[src/rtl/alu_share_arbiter.sv]
// -----------------------------------------------------------------------------
// alu_share_arbiter
//
// Shares one external combinational 16-bit ALU between two requesters.
// A round-robin grant picks one command in IDLE and latches its operands.
// The latched operands drive the ALU for a single EXEC cycle. The registered
// result and flags are then returned to the winning requester over a
// valid/ready response handshake (RESP).
//
// Optional feature: define ALU_SHARE_OVF_EN to add the rsp_ovf output, a
// registered overflow flag for opcodes 000/001/010.
//
// Parameters
//   DW        operand/result width (must match the ALU, 16)
//   RR_RESET  requester that holds priority after reset (0 or 1)
//
// Ports
//   clk, rst                      rising-edge clock, async active-high reset
//   req_valid[1:0] / req_ready    command handshake, bit i = requester i
//   reqN_a/b/c/opc                operands, carry-in and opcode per requester
//   rsp_valid[1:0] / rsp_ready    response handshake, one-hot to the owner
//   rsp_data, rsp_zer, rsp_neg    registered ALU result and flags
//   rsp_err                       registered illegal-opcode (111) flag
//   rsp_ovf                       registered overflow flag (ALU_SHARE_OVF_EN)
//   alu_inA/inB/inC/opc           operands driven to the shared ALU
//   alu_outW, alu_zer, alu_neg    result and flags from the shared ALU
// -----------------------------------------------------------------------------
module alu_share_arbiter #(
  parameter int DW       = 16,
  parameter int RR_RESET = 0
) (
  input  logic          clk,
  input  logic          rst,
  input  logic [1:0]    req_valid,
  output logic [1:0]    req_ready,
  input  logic [DW-1:0] req0_a,
  input  logic [DW-1:0] req1_a,
  input  logic [DW-1:0] req0_b,
  input  logic [DW-1:0] req1_b,
  input  logic          req0_c,
  input  logic          req1_c,
  input  logic [2:0]    req0_opc,
  input  logic [2:0]    req1_opc,
  output logic [1:0]    rsp_valid,
  input  logic [1:0]    rsp_ready,
  output logic [DW-1:0] rsp_data,
  output logic          rsp_zer,
  output logic          rsp_neg,
  output logic          rsp_err,
`ifdef ALU_SHARE_OVF_EN
  output logic          rsp_ovf,
`endif
  output logic [DW-1:0] alu_inA,
  output logic [DW-1:0] alu_inB,
  output logic          alu_inC,
  output logic [2:0]    alu_opc,
  input  logic [DW-1:0] alu_outW,
  input  logic          alu_zer,
  input  logic          alu_neg
);

  localparam logic [1:0] S_IDLE = 2'd0;
  localparam logic [1:0] S_EXEC = 2'd1;
  localparam logic [1:0] S_RESP = 2'd2;

  localparam logic [2:0] OPC_ILL = 3'b111;

  localparam logic PTR_RST = (RR_RESET != 0) ? 1'b1 : 1'b0;

`ifdef ALU_SHARE_OVF_EN
  localparam logic [2:0] OPC_NEG = 3'b000;
  localparam logic [2:0] OPC_INC = 3'b001;
  localparam logic [2:0] OPC_ADD = 3'b010;

  localparam logic [DW-1:0] MAX_POS = {1'b0, {(DW-1){1'b1}}};
  localparam logic [DW-1:0] MIN_NEG = {1'b1, {(DW-1){1'b0}}};

  // Signed overflow of the operation the ALU just performed, judged from the
  // latched operands and the ALU result.
  function automatic logic ovf_calc(input logic [2:0]    opc,
                                    input logic [DW-1:0] a,
                                    input logic [DW-1:0] b,
                                    input logic [DW-1:0] w);
    logic ovf;
    ovf = 1'b0;
    case (opc)
      OPC_ADD: ovf = (a[DW-1] == b[DW-1]) && (w[DW-1] != a[DW-1]);
      OPC_INC: ovf = (a == MAX_POS);
      OPC_NEG: ovf = (a == MIN_NEG);
      default: ovf = 1'b0;
    endcase
    return ovf;
  endfunction
`endif

  logic [1:0]    state_q,     state_d;
  logic          ptr_q,       ptr_d;
  logic          owner_q,     owner_d;
  logic [DW-1:0] a_q,         a_d;
  logic [DW-1:0] b_q,         b_d;
  logic          c_q,         c_d;
  logic [2:0]    opc_q,       opc_d;
  logic [1:0]    rsp_valid_q, rsp_valid_d;
  logic [DW-1:0] rsp_data_q,  rsp_data_d;
  logic          rsp_zer_q,   rsp_zer_d;
  logic          rsp_neg_q,   rsp_neg_d;
  logic          rsp_err_q,   rsp_err_d;
`ifdef ALU_SHARE_OVF_EN
  logic          rsp_ovf_q,   rsp_ovf_d;
`endif

  logic          gnt_vld;
  logic          gnt_id;

  // Grant: a lone requester always wins; on contention the pointer decides.
  // req_ready only ever rises for a valid requester, so ready implies a
  // handshake in the same cycle.
  always_comb begin
    gnt_vld = (state_q == S_IDLE) && (req_valid != 2'b00);
    gnt_id  = (req_valid == 2'b11) ? ptr_q : req_valid[1];
  end

  assign req_ready = !gnt_vld ? 2'b00 : (gnt_id ? 2'b10 : 2'b01);

  always_comb begin
    state_d     = state_q;
    ptr_d       = ptr_q;
    owner_d     = owner_q;
    a_d         = a_q;
    b_d         = b_q;
    c_d         = c_q;
    opc_d       = opc_q;
    rsp_valid_d = rsp_valid_q;
    rsp_data_d  = rsp_data_q;
    rsp_zer_d   = rsp_zer_q;
    rsp_neg_d   = rsp_neg_q;
    rsp_err_d   = rsp_err_q;
`ifdef ALU_SHARE_OVF_EN
    rsp_ovf_d   = rsp_ovf_q;
`endif
    case (state_q)
      S_IDLE: begin
        // Operand registers feed the ALU directly, so they only change on a
        // handshake and the ALU inputs stay quiet in IDLE and RESP.
        if (gnt_vld) begin
          state_d = S_EXEC;
          owner_d = gnt_id;
          a_d     = gnt_id ? req1_a   : req0_a;
          b_d     = gnt_id ? req1_b   : req0_b;
          c_d     = gnt_id ? req1_c   : req0_c;
          opc_d   = gnt_id ? req1_opc : req0_opc;
        end
      end
      S_EXEC: begin
        state_d     = S_RESP;
        ptr_d       = ~owner_q;
        rsp_valid_d = owner_q ? 2'b10 : 2'b01;
        if (opc_q == OPC_ILL) begin
          // The ALU output is meaningless for 111; return a clean zero.
          rsp_data_d = '0;
          rsp_zer_d  = 1'b1;
          rsp_neg_d  = 1'b0;
          rsp_err_d  = 1'b1;
        end else begin
          rsp_data_d = alu_outW;
          rsp_zer_d  = alu_zer;
          rsp_neg_d  = alu_neg;
          rsp_err_d  = 1'b0;
        end
`ifdef ALU_SHARE_OVF_EN
        rsp_ovf_d = ovf_calc(opc_q, a_q, b_q, alu_outW);
`endif
      end
      S_RESP: begin
        // Only the owner's ready bit can retire the response.
        if (rsp_ready[owner_q]) begin
          state_d     = S_IDLE;
          rsp_valid_d = 2'b00;
        end
      end
      default: begin
        state_d     = S_IDLE;
        rsp_valid_d = 2'b00;
      end
    endcase
  end

  always_ff @(posedge clk or posedge rst) begin
    if (rst) begin
      state_q     <= S_IDLE;
      ptr_q       <= PTR_RST;
      owner_q     <= 1'b0;
      a_q         <= '0;
      b_q         <= '0;
      c_q         <= 1'b0;
      opc_q       <= 3'b000;
      rsp_valid_q <= 2'b00;
      rsp_data_q  <= '0;
      rsp_zer_q   <= 1'b0;
      rsp_neg_q   <= 1'b0;
      rsp_err_q   <= 1'b0;
`ifdef ALU_SHARE_OVF_EN
      rsp_ovf_q   <= 1'b0;
`endif
    end else begin
      state_q     <= state_d;
      ptr_q       <= ptr_d;
      owner_q     <= owner_d;
      a_q         <= a_d;
      b_q         <= b_d;
      c_q         <= c_d;
      opc_q       <= opc_d;
      rsp_valid_q <= rsp_valid_d;
      rsp_data_q  <= rsp_data_d;
      rsp_zer_q   <= rsp_zer_d;
      rsp_neg_q   <= rsp_neg_d;
      rsp_err_q   <= rsp_err_d;
`ifdef ALU_SHARE_OVF_EN
      rsp_ovf_q   <= rsp_ovf_d;
`endif
    end
  end

  assign rsp_valid = rsp_valid_q;
  assign rsp_data  = rsp_data_q;
  assign rsp_zer   = rsp_zer_q;
  assign rsp_neg   = rsp_neg_q;
  assign rsp_err   = rsp_err_q;
`ifdef ALU_SHARE_OVF_EN
  assign rsp_ovf   = rsp_ovf_q;
`endif

  assign alu_inA = a_q;
  assign alu_inB = b_q;
  assign alu_inC = c_q;
  assign alu_opc = opc_q;

endmodule

[config.mk]
export PLATFORM = sky130hd
export DESIGN_NAME = alu_share_arbiter
export DESIGN_NICKNAME = d
export VERILOG_FILES = /design/src/rtl/alu_share_arbiter.sv
export SDC_FILE = /design/constraint.sdc
export NUM_CORES = 1
export LEC_CHECK = 0
export ABC_AREA = 0
export CAP_MARGIN = 20
export CELL_PAD_IN_SITES_DETAIL_PLACEMENT = 0
export CELL_PAD_IN_SITES_GLOBAL_PLACEMENT = 1
export CORE_UTILIZATION = 28
export DETAILED_ROUTE_END_ITERATION = 8
export PLACE_DENSITY = 0.76
export SLEW_MARGIN = 5
export SYNTH_ARGS = -nofsm -noshare
export SYNTH_HDL_FRONTEND = slang
export SYNTH_SLANG_ARGS = --single-unit
export TNS_END_PERCENT = 1
[constraint.sdc]
create_clock -name clk -period 3.07 [get_ports clk]
set_input_delay 0.921 -clock clk [delete_from_list [all_inputs] [get_ports clk]]
set_output_delay 0.921 -clock clk [all_outputs]
set_load 0.01 [all_outputs]
==> impl_results.html <==
<table>
<tr><th>Metric</th><th>Value</th></tr>
<tr><th colspan="2">Run status</th></tr>
<tr><td>Run status</td><td>complete, no violations</td></tr>
<tr><th colspan="2">Place</th></tr>
<tr><td>Placed cells</td><td>around 520</td></tr>
<tr><td>RD Place Congestion</td><td>0.700</td></tr>
<tr><td>Placed wire-length estimate after detailed placement</td><td>between 5000 and 6000 um</td></tr>
<tr><td>Pre-CTS setup slack</td><td>-0.208 ns</td></tr>
<tr><td>Port-buffer cells</td><td>between 150 and 200</td></tr>
<tr><th colspan="2">STA</th></tr>
<tr><td>Relative max-transition margin</td><td>between 50% and 60%</td></tr>
<tr><td>Min setup slack post-route</td><td>~0.24 ns</td></tr>
<tr><td>Maximum clock skew at final layout</td><td>between 0.009 and 0.01 ns</td></tr>
<tr><td>Count of pins over their slew limit</td><td>0</td></tr>
<tr><td>Minimum clock period</td><td>roughly 2.8 ns</td></tr>
<tr><td>Unrepaired setup endpoints after global routing</td><td>false</td></tr>
<tr><td>Number of endpoints failing setup at the final stage</td><td>0</td></tr>
<tr><td>Hold Violations, Final</td><td>0</td></tr>
<tr><td>Part of the cycle the worst path needs</td><td>between 90 and 100%</td></tr>
<tr><td>Fmax</td><td>353 MHz</td></tr>
<tr><td>Tightest Pin Transition</td><td>0.678 ns</td></tr>
<tr><th colspan="2">Routing</th></tr>
<tr><td>DR vias/cell</td><td>between 4 and 5</td></tr>
<tr><td>Detailed-routing iteration count for the pre-antenna-repair pass</td><td>4</td></tr>
<tr><td>WL met2</td><td>between 3000 and 4000 um</td></tr>
<tr><td>Detailed-route via count</td><td>around 2600</td></tr>
<tr><td>Antenna violation net count after detailed routing</td><td>0</td></tr>
<tr><td>Top Metal Used</td><td>met4</td></tr>
<tr><td>Met1 routed wirelength after detailed routing</td><td>roughly 3700 um</td></tr>
<tr><td>Initial detailed-routing violation count</td><td>96</td></tr>
<tr><td>DRT Wirelength</td><td>8420 um</td></tr>
<tr><td>Sum of met3 wire segment lengths after detailed routing</td><td>between 600 and 700 um</td></tr>
<tr><td>Drt wl/cell</td><td>15.6 um</td></tr>
<tr><td>Remaining DRCs</td><td>0</td></tr>
<tr><th colspan="2">Yosys</th></tr>
<tr><td>Cell accounting for the most synthesized area</td><td>sky130_fd_sc_hd__dfrtp_1</td></tr>
<tr><td>Most area-consuming cells after synthesis</td><td>sky130_fd_sc_hd__dfrtp_1, sky130_fd_sc_hd__a22o_1, sky130_fd_sc_hd__a31oi_1</td></tr>
<tr><td>Cells after synthesis</td><td>approximately 250</td></tr>
<tr><td>Proportion of synthesized flip-flops having asynchronous set or reset</td><td>100%</td></tr>
<tr><td>Top cell type's share of synthesized area</td><td>55.2%</td></tr>
<tr><td>Mapped Avg Cell Area</td><td>between 10 and 15 um^2</td></tr>
<tr><td>Proportion of synthesized chip area in sequential cells</td><td>55.2%</td></tr>
<tr><td>Synthesized flop and latch total</td><td>around 60</td></tr>
<tr><td>Yosys warning total</td><td>0</td></tr>
<tr><td>Number of synthesized flops with an enable pin</td><td>0</td></tr>
<tr><td>Post-synthesis cell type count</td><td>28</td></tr>
<tr><td>Post-Synthesis Cell Area</td><td>around 2800 um^2</td></tr>
<tr><td>Most instantiated library cell after synthesis</td><td>sky130_fd_sc_hd__dfrtp_1</td></tr>
<tr><td>Most numerous cell types in the synthesized netlist</td><td>sky130_fd_sc_hd__dfrtp_1, sky130_fd_sc_hd__o21ai_0, sky130_fd_sc_hd__a21oi_1</td></tr>
<tr><td>Primary FF master, synth</td><td>sky130_fd_sc_hd__dfrtp_1</td></tr>
<tr><td>Net Count, Synth</td><td>349</td></tr>
<tr><th colspan="2">Critical path</th></tr>
<tr><td>Cell with the biggest individual delay on the critical path</td><td>sky130_fd_sc_hd__dlygate4sd2_1</td></tr>
<tr><td>Cell depth of the worst flop-to-flop path</td><td>4</td></tr>
<tr><td>Capturing point of the worst reg2reg path</td><td>rsp_data[0]</td></tr>
<tr><td>Largest stage delay on the critical path</td><td>just under 0.3 ns</td></tr>
<tr><td>Startpoint of the most critical register-to-register path</td><td>state_q[1]</td></tr>
<tr><td>Crit path top cell by count</td><td>sky130_fd_sc_hd__dlygate4sd2_1</td></tr>
<tr><td>Critical path launch point type</td><td>input port</td></tr>
<tr><td>Worst endpoint required time</td><td>roughly 2.2 ns</td></tr>
<tr><td>Critical Path Fanout Max</td><td>5</td></tr>
<tr><td>Buffers and inverters on the worst path</td><td>2</td></tr>
<tr><td>Endpoint type of the worst setup path</td><td>output pin</td></tr>
<tr><td>Family of cells with the greatest summed delay on the critical path</td><td>buffers and inverters</td></tr>
<tr><td>Critical Path, Cell by Cell</td><td>dlygate4sd2_1, or2_4, o211a_4, dlygate4sd2_1</td></tr>
<tr><td>Worst Setup Path Type</td><td>in2out</td></tr>
<tr><td>Internal reg-to-reg setup slack</td><td>between 1 and 1.5 ns</td></tr>
<tr><td>Data arrival time of the critical path</td><td>between 1.5 and 2 ns</td></tr>
<tr><th colspan="2">Die</th></tr>
<tr><td>Top Ports</td><td>approximately 160</td></tr>
<tr><td>Core box area</td><td>9420 um^2</td></tr>
<tr><td>Vertical extent of the die</td><td>101 um</td></tr>
<tr><td>Die Area</td><td>roughly 10000 um^2</td></tr>
<tr><td>Width of the die</td><td>101 um</td></tr>
<tr><td>Effective utilization at floorplan</td><td>between 20% and 30%</td></tr>
<tr><td>Row cnt</td><td>35</td></tr>
<tr><th colspan="2">Global routing</th></tr>
<tr><td>Largest net degree at the start of global routing</td><td>38</td></tr>
<tr><td>Initial antenna violation count</td><td>0</td></tr>
<tr><td>Global routing usage summed across all routing layers</td><td>roughly 17%</td></tr>
<tr><td>Overflow left after global routing</td><td>0</td></tr>
<tr><td>First-pass GRT wire length</td><td>about 13000 um</td></tr>
<tr><td>Via count of the first global-routing pass</td><td>roughly 2700</td></tr>
<tr><th colspan="2">Pwr</th></tr>
<tr><td>Leakage dissipation</td><td>1.87 nW</td></tr>
<tr><td>Power density relative to cell area</td><td>936 nW/um^2</td></tr>
<tr><td>Max rail drop VDD</td><td>just over 0.0003 V</td></tr>
<tr><th colspan="2">Final layout</th></tr>
<tr><td>Sequential cell area</td><td>1530 um^2</td></tr>
<tr><td>Non-filler instance count after layout</td><td>~540</td></tr>
<tr><td>Fraction of final layout cells sized beyond drive strength 1</td><td>a little under a tenth</td></tr>
<tr><td>Relative area change from synthesis to final layout</td><td>67.3%</td></tr>
<tr><td>Fin nets</td><td>roughly 500</td></tr>
<tr><td>Antenna diode count</td><td>0</td></tr>
<tr><td>Multi-input combinational cell area</td><td>~1100 um^2</td></tr>
<tr><td>Number of filler instances in the final layout</td><td>896</td></tr>
<tr><th colspan="2">Clock tree</th></tr>
<tr><td>H-tree depth reported by CTS</td><td>3</td></tr>
<tr><td>Number of hold-repair buffers added at the cts stage</td><td>0</td></tr>
<tr><td>Clk sinks</td><td>~60</td></tr>
<tr><td>Clock transition time at the flip-flop clock pins of the worst setup and hold paths</td><td>roughly 0.060 ns</td></tr>
<tr><td>Cts bufs inserted</td><td>9</td></tr>
<tr><td>Clock tree root buffer cell</td><td>sky130_fd_sc_hd__clkbuf_8</td></tr>
<tr><td>Clock insertion delay at the later pin of the skew report</td><td>roughly 0.33 ns</td></tr>
<tr><td>TritonCTS clock tree</td><td>done</td></tr>
<tr><td>Buffers from clock root to sink, at most</td><td>2</td></tr>
<tr><th colspan="2">Min path</th></tr>
<tr><td>Launch point of the worst hold path</td><td>rsp_data[8]</td></tr>
<tr><td>Worst-case hold path end point</td><td>rsp_data[8]</td></tr>
<tr><td>Cell depth of the worst min-delay path</td><td>1</td></tr>
<tr><td>HP Class</td><td>reg2reg</td></tr>
<tr><th colspan="2">Run</th></tr>
<tr><td>Max-cap violations</td><td>0</td></tr>
</table>
[through the flow]
step / power, mW / hold slack, ns / setup TNS, ns / cell area, um^2 / util, %
5_1_grt: 4.65 / 0.517 / 0 / 4630 / 49.2
3_5_place_dp: 3.69 / 0.490 / -0.376 / 4440 / 47.2
6_report: 4.33 / 0.503 / 0 / 4630 / 49.2
4_1_cts: 4.40 / 0.510 / 0 / 4630 / 49.1
2_1_floorplan: 2.54 / 0.456 / 0 / 2770 / -
3_3_place_gp: 3.66 / 0.487 / -0.286 / 4440 / 47.2
[cells in the final DEF (no fill, tap or decap)]
master,Yosys,final
sky130_fd_sc_hd__a221o_2,5,5
sky130_fd_sc_hd__dlymetal6s2s_1,0,1
sky130_fd_sc_hd__nand3_1,23,23
sky130_fd_sc_hd__nor2b_1,1,1
sky130_fd_sc_hd__nand2_1,3,3
sky130_fd_sc_hd__a21o_1,1,1
sky130_fd_sc_hd__clkbuf_8,2,9
sky130_fd_sc_hd__mux2i_1,1,1
sky130_fd_sc_hd__a21boi_0,14,14
sky130_fd_sc_hd__o21ai_0,27,27
sky130_fd_sc_hd__nand2b_1,4,4
sky130_fd_sc_hd__buf_12,0,2
sky130_fd_sc_hd__a32o_1,2,2
sky130_fd_sc_hd__a31oi_4,1,1
sky130_fd_sc_hd__or2_4,1,1
sky130_fd_sc_hd__clkinvlp_4,0,4
sky130_fd_sc_hd__inv_2,0,1
sky130_fd_sc_hd__a22o_1,17,17
sky130_fd_sc_hd__bufinv_16,0,1
sky130_fd_sc_hd__a31oi_1,22,22
sky130_fd_sc_hd__buf_4,2,11
sky130_fd_sc_hd__dlygate4sd2_1,0,3
sky130_fd_sc_hd__nor2_4,0,1
sky130_fd_sc_hd__o211a_4,1,1
sky130_fd_sc_hd__a21oi_1,24,24
sky130_fd_sc_hd__and2b_2,1,1
sky130_fd_sc_hd__dfrtp_1,61,61
sky130_fd_sc_hd__clkdlybuf4s50_1,0,150
sky130_fd_sc_hd__a221o_1,9,9
sky130_fd_sc_hd__clkinv_2,0,1
sky130_fd_sc_hd__inv_1,7,6
sky130_fd_sc_hd__and3_1,1,1
[power breakdown]
group / total [mW] / switching (mW) / internal, mW
clock: 0.687 / 0.318 / 0.368
sequential: 1.44 / 0.240 / 1.20
combinational: 2.20 / 0.975 / 1.23
total: 4.33 / 1.53 / 2.80
[timing repair]
item | CTS | global route
buffers inserted | 0 | 0
resized for setup | 3 | 1
pin swaps | 0 | 0
endpoints found under the setup margin | 2 | 1
[worst max-delay path by stage]
stage / startpoint / to / slack (ns) / cells past startpoint
floorplan: req_valid[1] / req_ready[0] / 0.59 / 4
global placement: req_valid[1] / req_ready[0] / -0.16 / 4
detailed placement: req_valid[1] / req_ready[0] / -0.21 / 4
CTS: req_valid[0] / req_ready[0] / 0.02 / 4
global route: req_valid[1] / req_ready[0] / 0.20 / 4
finish: req_valid[1] / req_ready[0] / 0.24 / 4
[area by class of cell]
cell class              instances  share of cell area, %
flip-flops and latches         61                   33.0
inverters                       7                  0.568
repair buffers                167                   35.9
multi-input cells             159                   23.0
clock buffers                   9                   2.68
well taps                     129                   3.49
clock inverters                 6                   1.41
[flip-flops by register name, summed over array words and instances (netlist names)]
signal     flops
alu_opc        3
alu_inA       16
rsp_zer        1
state_q        2
ptr_q          1
rsp_valid      2
owner_q        1
alu_inC        1
rsp_err        1
rsp_data      16
rsp_neg        1
alu_inB       16
[kinds of logic (layout without fill, tap and decap cells)]
logic type,after synthesis,after routing,synth area share (%)
AO/OA/AOI/OAI,123,123,31.1
buffers and inverters,33,189,6.60
flip-flops,61,61,55.2
multiplexers,1,1,0.362
AND/OR/NAND/NOR,35,35,6.78
[metal layers]
metal  vias to the layer above  GRT usage, %
li1                       1260             -
met3                        10          5.66
met1                      1250          20.6
met2                       104          27.8
met4                         0          5.69
met5                         -             0
[worst register-to-register path, delay by kind of cell, from the launching register on]
| family | cells | cell delay, ns |
|---|---|---|
| buf+inv | 1 | 0.23 |
| simple gates | 1 | 0.16 |
| compound gates | 2 | 0.74 |
| flops | 1 | 0.44 |
Note: power is estimated with default switching activity, not from simulation.
